===== config.mk =====
export PLATFORM = sky130hd
export DESIGN_NAME = vip_rgb2ycbcr_csc
export DESIGN_NICKNAME = d
export VERILOG_FILES = /design/src/rtl/vip_csc_pkg.sv /design/src/rtl/vip_csc_mac3.sv /design/src/rtl/vip_rgb2ycbcr_csc.sv
export SDC_FILE = /design/constraint.sdc
export NUM_CORES = 2
export LEC_CHECK = 0
export ABC_CLOCK_PERIOD_IN_PS = 12000
export CORE_UTILIZATION = 60
export CTS_CLUSTER_SIZE = 25
export DETAILED_ROUTE_END_ITERATION = 8
export PLACE_DENSITY = 0.84
export SLEW_MARGIN = 25
export SYNTH_ARGS = -nofsm -noshare
export SYNTH_HDL_FRONTEND = slang
export SYNTH_SLANG_ARGS = --single-unit

===== constraint.sdc =====
create_clock -name clk -period 12 [get_ports clk]
set_clock_uncertainty 0.2 [all_clocks]
set_input_delay 2.4 -clock clk [delete_from_list [all_inputs] [get_ports clk]]
set_output_delay 2.4 -clock clk [all_outputs]
set_load 0.005 [all_outputs]

===== src/rtl/vip_csc_pkg.sv =====
// Shared constants and types for the RGB to YCbCr 4:4:4 colour-space converter.
package vip_csc_pkg;

    localparam int FRAC = 8;

    typedef enum logic [1:0] {
        CSC_601F = 2'd0,
        CSC_601L = 2'd1,
        CSC_709F = 2'd2,
        CSC_709L = 2'd3
    } csc_mode_e;

    typedef logic signed [8:0] coef_t;

    // Control fields that travel with every pipeline beat.
    typedef struct packed {
        logic valid;
        logic vsync;
        logic href;
        logic de;
    } side_t;

    // Per mode: Y(R,G,B), Cb(R,G,B), Cr(R,G,B), scaled by 2^FRAC.
    localparam coef_t CSC_COEF [4][9] = '{
        '{ 9'sd77,  9'sd150,  9'sd29, -9'sd43, -9'sd85, 9'sd128, 9'sd128, -9'sd107, -9'sd21},
        '{ 9'sd66,  9'sd129,  9'sd25, -9'sd38, -9'sd74, 9'sd112, 9'sd112, -9'sd94,  -9'sd18},
        '{ 9'sd54,  9'sd183,  9'sd19, -9'sd29, -9'sd99, 9'sd128, 9'sd128, -9'sd116, -9'sd12},
        '{ 9'sd47,  9'sd157,  9'sd16, -9'sd26, -9'sd86, 9'sd112, 9'sd112, -9'sd102, -9'sd10}
    };

    // Offsets and limited-range bounds are written for 8-bit video and
    // shifted left by (DW-8) where they are used.
    localparam logic [7:0] CSC_Y_OFS [4] = '{8'd0, 8'd16, 8'd0, 8'd16};
    localparam logic [7:0] CSC_C_OFS     = 8'd128;
    localparam logic [7:0] LIM_MIN       = 8'd16;
    localparam logic [7:0] LIM_Y_MAX     = 8'd235;
    localparam logic [7:0] LIM_C_MAX     = 8'd240;

    function automatic logic csc_is_limited(input csc_mode_e m);
        return (m == CSC_601L) || (m == CSC_709L);
    endfunction

endpackage


===== src/rtl/vip_csc_mac3.sv =====
// One output channel: three products, offset/round sum, shift and clamp.
// Stages S1..S3 advance together on en; the caller supplies the offset
// for the beat entering S2 and the clamp bounds for the beat entering S3.
module vip_csc_mac3
    import vip_csc_pkg::*;
#(
    parameter int DW = 8
) (
    input  logic          clk,
    input  logic          rst,
    input  logic          en,
    input  logic [DW-1:0] comp_r,
    input  logic [DW-1:0] comp_g,
    input  logic [DW-1:0] comp_b,
    input  coef_t         coef_r,
    input  coef_t         coef_g,
    input  coef_t         coef_b,
    input  logic [DW-1:0] offset,
    input  logic [DW-1:0] clamp_min,
    input  logic [DW-1:0] clamp_max,
    output logic [DW-1:0] result
);

    localparam int PW = DW + 9;
    localparam int SW = DW + 11;
    localparam logic signed [SW-1:0] ROUND = SW'(1 << (FRAC - 1));

    logic signed [PW-1:0] prod_r, prod_g, prod_b;
    logic signed [SW-1:0] sum_d, sum_q, shifted, lo, hi;
    logic        [DW-1:0] clamped;

    // Unsigned component times signed coefficient; the product always fits PW bits.
    function automatic logic signed [PW-1:0] mul(input logic [DW-1:0] c, input coef_t k);
        logic signed [PW-1:0] a;
        logic signed [PW-1:0] b;
        a = $signed({9'd0, c});
        b = PW'(k);
        return a * b;
    endfunction

    // S1: register the three products.
    // NOTE: clocked state uses non-blocking assignments so every register
    // samples pre-edge values regardless of statement order.
    always_ff @(posedge clk or posedge rst) begin
        if (rst) begin
            prod_r <= '0;
            prod_g <= '0;
            prod_b <= '0;
        end else if (en) begin
            prod_r <= mul(comp_r, coef_r);
            prod_g <= mul(comp_g, coef_g);
            prod_b <= mul(comp_b, coef_b);
        end
    end

    // Sum of products plus offset scaled by 2^FRAC plus the rounding half.
    always_comb begin
        sum_d = SW'(prod_r) + SW'(prod_g) + SW'(prod_b)
              + $signed({3'b000, offset, {FRAC{1'b0}}}) + ROUND;
    end

    // S2: register the rounded sum.
    always_ff @(posedge clk or posedge rst) begin
        if (rst) begin
            sum_q <= '0;
        end else if (en) begin
            sum_q <= sum_d;
        end
    end

    // Drop the fraction and clamp into [clamp_min, clamp_max], both sides.
    // NOTE: clamped gets a default before the if-chain so no path leaves it
    // unassigned and no latch is inferred.
    always_comb begin
        shifted = sum_q >>> FRAC;
        lo      = $signed({11'd0, clamp_min});
        hi      = $signed({11'd0, clamp_max});
        clamped = shifted[DW-1:0];
        if (shifted < lo) begin
            clamped = clamp_min;
        end else if (shifted > hi) begin
            clamped = clamp_max;
        end
    end

    // S3: register the clamped channel value.
    always_ff @(posedge clk or posedge rst) begin
        if (rst) begin
            result <= '0;
        end else if (en) begin
            result <= clamped;
        end
    end

endmodule


===== src/rtl/vip_rgb2ycbcr_csc.sv =====
// RGB to YCbCr 4:4:4 converter: 4-stage pipeline with valid/ready
// back-pressure, frame-aligned matrix switching and sideband delay.
module vip_rgb2ycbcr_csc
    import vip_csc_pkg::*;
#(
    parameter int DW = 8
) (
    input  logic          clk,
    input  logic          rst,
    input  logic [1:0]    mode_i,
    input  logic          in_valid,
    output logic          in_ready,
    input  logic          in_vsync,
    input  logic          in_href,
    input  logic          in_de,
    input  logic [DW-1:0] in_r,
    input  logic [DW-1:0] in_g,
    input  logic [DW-1:0] in_b,
    output logic          out_valid,
    input  logic          out_ready,
    output logic          out_vsync,
    output logic          out_href,
    output logic          out_de,
    output logic [DW-1:0] out_y,
    output logic [DW-1:0] out_cb,
    output logic [DW-1:0] out_cr
);

    logic          en, accept, vs_rise, prev_vsync;
    csc_mode_e     mode_q, beat_mode, s1_mode, s2_mode;
    side_t         s1, s2, s3;
    coef_t         coef [9];
    logic [DW-1:0] y_ofs, c_ofs, y_min, y_max, c_min, c_max;
    logic [DW-1:0] y3, cb3, cr3;

    function automatic logic [DW-1:0] scale8(input logic [7:0] v);
        return DW'(v) << (DW - 8);
    endfunction

    // Whole pipeline advances unless the output holds a beat the sink refuses.
    assign en       = !out_valid || out_ready;
    assign in_ready = en;
    assign accept   = in_valid && en;

    // A new frame (vsync rising in the accepted stream) takes mode_i at once.
    assign vs_rise   = in_vsync && !prev_vsync;
    assign beat_mode = vs_rise ? csc_mode_e'(mode_i) : mode_q;
    assign coef      = CSC_COEF[beat_mode];

    // Offset for the beat entering S2 and clamp bounds for the beat entering S3.
    always_comb begin
        y_ofs = scale8(CSC_Y_OFS[s1_mode]);
        c_ofs = scale8(CSC_C_OFS);
        if (csc_is_limited(s2_mode)) begin
            y_min = scale8(LIM_MIN);
            y_max = scale8(LIM_Y_MAX);
            c_min = scale8(LIM_MIN);
            c_max = scale8(LIM_C_MAX);
        end else begin
            y_min = '0;
            y_max = '1;
            c_min = '0;
            c_max = '1;
        end
    end

    // Track vsync of the accepted stream and latch the mode on its rising edge.
    always_ff @(posedge clk or posedge rst) begin
        if (rst) begin
            prev_vsync <= 1'b0;
            mode_q     <= CSC_601F;
        end else if (accept) begin
            prev_vsync <= in_vsync;
            if (vs_rise) begin
                mode_q <= csc_mode_e'(mode_i);
            end
        end
    end

    // Valid, sidebands and mode ride alongside the data; bubbles carry zeros.
    always_ff @(posedge clk or posedge rst) begin
        if (rst) begin
            s1      <= '0;
            s2      <= '0;
            s3      <= '0;
            s1_mode <= CSC_601F;
            s2_mode <= CSC_601F;
        end else if (en) begin
            s1      <= '{valid: in_valid,
                         vsync: in_valid & in_vsync,
                         href:  in_valid & in_href,
                         de:    in_valid & in_de};
            s1_mode <= beat_mode;
            s2      <= s1;
            s2_mode <= s1_mode;
            s3      <= s2;
        end
    end

    vip_csc_mac3 #(.DW(DW)) u_mac_y (
        .clk       (clk),
        .rst       (rst),
        .en        (en),
        .comp_r    (in_r),
        .comp_g    (in_g),
        .comp_b    (in_b),
        .coef_r    (coef[0]),
        .coef_g    (coef[1]),
        .coef_b    (coef[2]),
        .offset    (y_ofs),
        .clamp_min (y_min),
        .clamp_max (y_max),
        .result    (y3)
    );

    vip_csc_mac3 #(.DW(DW)) u_mac_cb (
        .clk       (clk),
        .rst       (rst),
        .en        (en),
        .comp_r    (in_r),
        .comp_g    (in_g),
        .comp_b    (in_b),
        .coef_r    (coef[3]),
        .coef_g    (coef[4]),
        .coef_b    (coef[5]),
        .offset    (c_ofs),
        .clamp_min (c_min),
        .clamp_max (c_max),
        .result    (cb3)
    );

    vip_csc_mac3 #(.DW(DW)) u_mac_cr (
        .clk       (clk),
        .rst       (rst),
        .en        (en),
        .comp_r    (in_r),
        .comp_g    (in_g),
        .comp_b    (in_b),
        .coef_r    (coef[6]),
        .coef_g    (coef[7]),
        .coef_b    (coef[8]),
        .offset    (c_ofs),
        .clamp_min (c_min),
        .clamp_max (c_max),
        .result    (cr3)
    );

    // S4: output register; pixel data is blanked outside active lines.
    always_ff @(posedge clk or posedge rst) begin
        if (rst) begin
            out_valid <= 1'b0;
            out_vsync <= 1'b0;
            out_href  <= 1'b0;
            out_de    <= 1'b0;
            out_y     <= '0;
            out_cb    <= '0;
            out_cr    <= '0;
        end else if (en) begin
            out_valid <= s3.valid;
            out_vsync <= s3.vsync;
            out_href  <= s3.href;
            out_de    <= s3.de;
            out_y     <= s3.href ? y3  : '0;
            out_cb    <= s3.href ? cb3 : '0;
            out_cr    <= s3.href ? cr3 : '0;
        end
    end

endmodule

After elaboration in Yosys (flattened, before gate mapping)
Cells that the tools add are included.
{"block": "classes", "n_mux": 19, "n_bitwise": 5, "n_eq_ne": 2, "n_reduce_logical": 6, "mul": 9, "magnitude_cmp": 8, "addsub": 12}
{"op": "$bmux W81 S2", "count": 1}
{"op": "$mux W81", "count": 2}
{"op": "$mul A9 B9 Y17", "count": 9}
{"op": "$mux W8", "count": 11}
{"op": "$add A18 B17 Y19", "count": 3}
{"op": "$add A19 B9 Y19 const B", "count": 3}
{"op": "$add A17 B17 Y18", "count": 3}
{"op": "$add A19 B17 Y19 const B", "count": 2}
{"op": "$gt A11 B9 Y1", "count": 3}
{"op": "$lt A11 B6 Y1", "count": 3}
{"op": "$add A19 B17 Y19", "count": 1}
{"op": "$bmux W8 S2", "count": 1}
{"op": "$mux W5", "count": 2}
{"op": "$ge A3 B3 Y1 const B", "count": 2}
{"op": "$not A2 Y3", "count": 2}
{"op": "$mux W4", "count": 1}
{"op": "$and A1 B1 Y1", "count": 3}
{"op": "$eq A2 B1 Y1 const B", "count": 1}
{"op": "$eq A2 B2 Y1 const B", "count": 1}
{"op": "$logic_and A1 B1 Y1", "count": 2}
{"op": "$logic_not A1 Y1", "count": 2}
{"op": "$logic_or A1 B1 Y1", "count": 2}
{"op": "$mux W2", "count": 1}
{"block": "word_totals", "inputBits": 33, "reg_bits": 281, "out_inout_bits": 29}

Depth between registers and ports, before layout
{"block": "logic_depth", "ltp_word": 8, "mapped_depth": 27, "ltp_nobuf": 24}

Hierarchy
From an unflattened synthesis, not the netlist that was laid out.
{"block": "unflattened", "cells_unflattened": 3712, "hier_area_um2": 36328.6}
{"mod": "vip_csc_mac3 at u_mac_y", "instances": 1, "seq_area_each_um2": 1751.7, "area_per_inst_um2": 11518.5, "cells_each": 1182}
{"mod": "vip_csc_mac3 at u_mac_cr", "instances": 1, "seq_area_each_um2": 1751.7, "area_per_inst_um2": 11457.2, "cells_each": 1172}
{"mod": "vip_csc_mac3 at u_mac_cb", "instances": 1, "seq_area_each_um2": 1751.7, "area_per_inst_um2": 11389.7, "cells_each": 1148}
{"mod": "vip_rgb2ycbcr_csc", "instances": 1, "seq_area_each_um2": 1126.1, "area_per_inst_um2": 1963.1, "cells_each": 210}

Least setup slack after synthesis
No wires, ideal clock.
{"block": "synth_timing", "kind": "input to register", "start": "input port in_vsync", "end": "register u_mac_cr.prod_b[15]", "path_slack_ns": 3.337, "setup_time_ns": 0.095, "cell_stages": 25, "t_required_ns": 11.705, "arrival_ns": 8.368, "path_cell_list": "nor2b_1 -> mux2_2 -> inv_1 -> clkbuf_1 -> buf_1 -> ha_1 -> clkbuf_1 -> nand2_1 -> fa_1 -> inv_1 -> fa_1 -> inv_1 -> fa_1 -> inv_1 -> fa_1 -> ha_1 -> ha_1 -> nor2b_1 -> o21ai_0 -> a21boi_0 -> o21ai_0 -> a21boi_0 -> o211a_1 -> o21a_1 -> o31ai_1"}
{"block": "synth_via", "elab_chain_len": 7}
{"element": "start, declared", "line_no": "vip_rgb2ycbcr_csc.sv:13", "text": "input logic in_vsync,"}
{"element": "$logic_and A1 B1 Y1", "line_no": "vip_rgb2ycbcr_csc.sv:46", "text": "assign vs_rise = in_vsync && !prev_vsync;"}
{"element": "$mux W2"}
{"element": "$not A2 Y3 (not written as such)", "line_no": "vip_rgb2ycbcr_csc.sv:48", "text": "assign coef = CSC_COEF[beat_mode];"}
{"element": "$bmux W81 S2", "line_no": "vip_rgb2ycbcr_csc.sv:48"}
{"element": "$mux W81 (not written as such) (2 in a row)", "line_no": "vip_rgb2ycbcr_csc.sv:48"}
{"element": "$mul A9 B9 Y17", "line_no": "vip_csc_mac3.sv:38", "text": "return a * b;"}
{"element": "end signal, assigned", "line_no": "vip_csc_mac3.sv:52", "text": "prod_b <= mul(comp_b, coef_b);"}
{"element": "end, declared", "line_no": "vip_csc_mac3.sv:28", "text": "logic signed [PW-1:0] prod_r, prod_g, prod_b;"}
Every way passes these cells. The select of a mux whose other input is x is not followed.
A chain may end at the register's enable or synchronous reset.

Final worst setup path
Same ends and word-level chain as after synthesis.

==> results_dict.tcl <==
set metrics [dict create \
    outcome "completed" \
    yosysMostFrequentCell "ha_1" \
    setup_viol 0 \
    synthTopCellsByArea "ha_1, dfrtp_1, fa_1" \
    initial_utilization 0.6121 \
    boundaryPins 62 \
    synth_area_leader_cell "ha_1" \
    yosysSeqAreaShare 0.2232 \
    cts_tree "built" \
    fp.dieArea_um2 46260 \
    syn_area_um2 27240 \
    drc 0 \
    critPathMaxStageDelay_ns 0.89 \
    cp_slowest_cell "ha_1" \
    syn_area_per_cell_um2 9.330 \
    first_iter_violations 1460 \
    cpLargestDelayFamily "adder cells" \
    crit_fanout 30 \
    ys.flop_type "dfrtp_1" \
    async_flop_share 1.000 \
    die_h_um 215.1 \
    fmax_mhz 104.2 \
    cts_buffers 28 \
    cp-start-kind "input port" \
    worstMarginPinSlew_ns 1.054 \
    finalWirelength_um 67810 \
    vias 20350 \
    critical_path_arrival_ns 9.88 \
    min_path_type "flip-flop to flip-flop" \
    cp_data_required_time_ns 12.29 \
    ys_ff_latch 243 \
    synth_cell_types 65 \
    fin_nets 3757 \
    worst-path-buf-inv 5 \
    cts_root_buf "clkbuf_16" \
    grt_pass1_wl_um 111800 \
    post_cts_buffers 0 \
    drv_cap 0 \
    clk_pin_slew_ns 0.06 \
    reg2reg_setup_slack_ns 4.41 \
    place_area_um2 28400 \
    synth_top_area_share 0.2282 \
    cts_resized 0 \
    core-area_um2 44510 \
    dr.pass1.iters 5 \
    slew_violations 0 \
    grt_max_degree 185 \
    synth_common_cells "ha_1, inv_1, nand2_1, fa_1, dfrtp_1" \
    grt_usage 0.3047 \
    place.gp.congestion 0.9336 \
    area.growth.synth_to_final_pct 7.688 \
    period_minus_slack_ns 9.596 \
    synth_edf_count 0 \
    syn_inst 2920 \
    ctsHoldBuffers 0 \
    via_per_inst 5.721 \
    cts.sinks 243 \
    drive_gt1_frac 0.02430 \
    crit_chain "clkdlybuf4s50_1 > nor2b_1 > mux2_2 > inv_1 > buf_4 > ha_1 > nand2b_1 > fa_1 > inv_1 > fa_1 > ha_1 > fa_1 > ha_1 > ha_1 > inv_1 > fa_1 > nor2b_1 > o21ai_0 > a21boi_0 > o21ai_0 > a21boi_0 > o211a_1 > nor3_1 > o31ai_1" \
    port_buffers 61 \
    fin_crit_sh 0.7997 \
    rsz0062_at_grt "no" \
    num_rows 77 \
    insertion_delay_ns 0.60 \
    grt_pass1_vias 21790 \
    dp.final_hpwl_um 54100 \
    slew_headroom 0.2976 \
    endpoint_kind "flip-flop" \
    antenna_found_initial 2 \
    path_class "input port to flip-flop" \
    fp.dieW_um 215.1 \
    htreeDepth 1 \
    final_cell_area_um2 29340 \
    wl_per_cell_um 19.07 \
    final_antenna_net_count 0 \
    dp.cells 3504 \
    grt_overflow_total 0 \
    final_core_util 0.6592 \
    fin_setup_tns_ns 0 \
    finalNonFillerCells 3556 \
    hold_violations 0 \
    yosys_warnings 0 \
    cts_buffer_depth 3 \
]
## cell type report
cell class | instances | area (um2)
tap | 592 | 740.7
timing repair buffer | 69 | 686.9
clock buffer | 39 | 812.0
fill | 3477 | 15170
antenna | 1 | 2.502
sequential | 243 | 6081
inverter | 452 | 1709
multi-input combinational | 2148 | 19190
clock inverter | 12 | 118.9
## metal layers
layer  vias to the layer above  routed length, um  GRT usage
met4                         0               2688     0.1151
met3                       163               5053    0.05959
li1                       9478                  -          -
met1                     10070              26720     0.3763
met5                         -                  0          0
met2                       637              33350     0.5273
## registers in the layout, indices dropped and copies added, names as in the netlist, 4 cells and up
signal           cells
u_mac_y.prod_g      17
u_mac_cr.prod_r     13
u_mac_cr.sum_q      11
out_cr               8
u_mac_y.result       8
u_mac_cr.prod_b     17
u_mac_cb.prod_g     17
out_cb               8
s3                   4
u_mac_cb.prod_r     17
u_mac_y.prod_b      14
u_mac_cb.prod_b     13
u_mac_y.sum_q       11
u_mac_cb.result      8
s1                   4
u_mac_y.prod_r      16
u_mac_cr.result      8
out_y                8
s2                   4
u_mac_cr.prod_g     17
u_mac_cb.sum_q      11
## worst min-delay path, delay by kind of cell, from the launching register on
kind	cells	cell delay, ns
flip-flops	1	0.34
AND/OR/NAND/NOR	2	0.10
## cell families (layout without fill, tap and decap cells)
logic type / Yosys count / after routing / share of synthesized area
simple gates: 799 / 799 / 0.1292
fa+ha+maj: 782 / 782 / 0.4377
buf+inv: 547 / 572 / 0.07536
compound gates: 437 / 437 / 0.09869
flops: 243 / 243 / 0.2232
xor+xnor: 106 / 106 / 0.03408
mux: 4 / 4 / 0.001561
other cells: 2 / 21 / 0.0002756
## cell usage in the layout (no fill, tap or decap), types with 20 or more instances in the layout
master	count
dfrtp_1	243
ha_1	496
inv_1	450
and2_1	54
nor2_1	184
a21oi_1	143
nand2b_1	48
a21o_1	47
xnor2_1	73
o21bai_1	33
nand2_1	386
xor2_1	33
conb_1	20
fa_1	285
nand3_1	41
nor3_1	26
clkbuf_16	28
o21ai_0	114
clkdlybuf4s50_1	61
## worst paths after layout
kind	from	endpoint	cells after the start
min	out_vsync	out_vsync	2
max in group asynchronous	rst	u_mac_cb.prod_r[3]	3
min reg2reg	out_vsync	out_vsync	2
max reg2reg	prev_vsync	u_mac_cr.prod_b[15]	23
max	in_vsync	u_mac_cr.prod_b[15]	24
min in group asynchronous	rst	out_y[1]	2
## metrics by stage
step	worst slack [ns]	hold WS (ns)
after floorplan	2.727	0.2300
after global placement	2.135	0.2472
final	2.404	0.2646
after detailed placement	1.881	0.2526
after CTS	2.500	0.2671
after global routing	1.876	0.2858
Power is left out: the tool's default activity adds up to more than one toggle a clock period on the data nets, which glitch-free logic cannot reach.
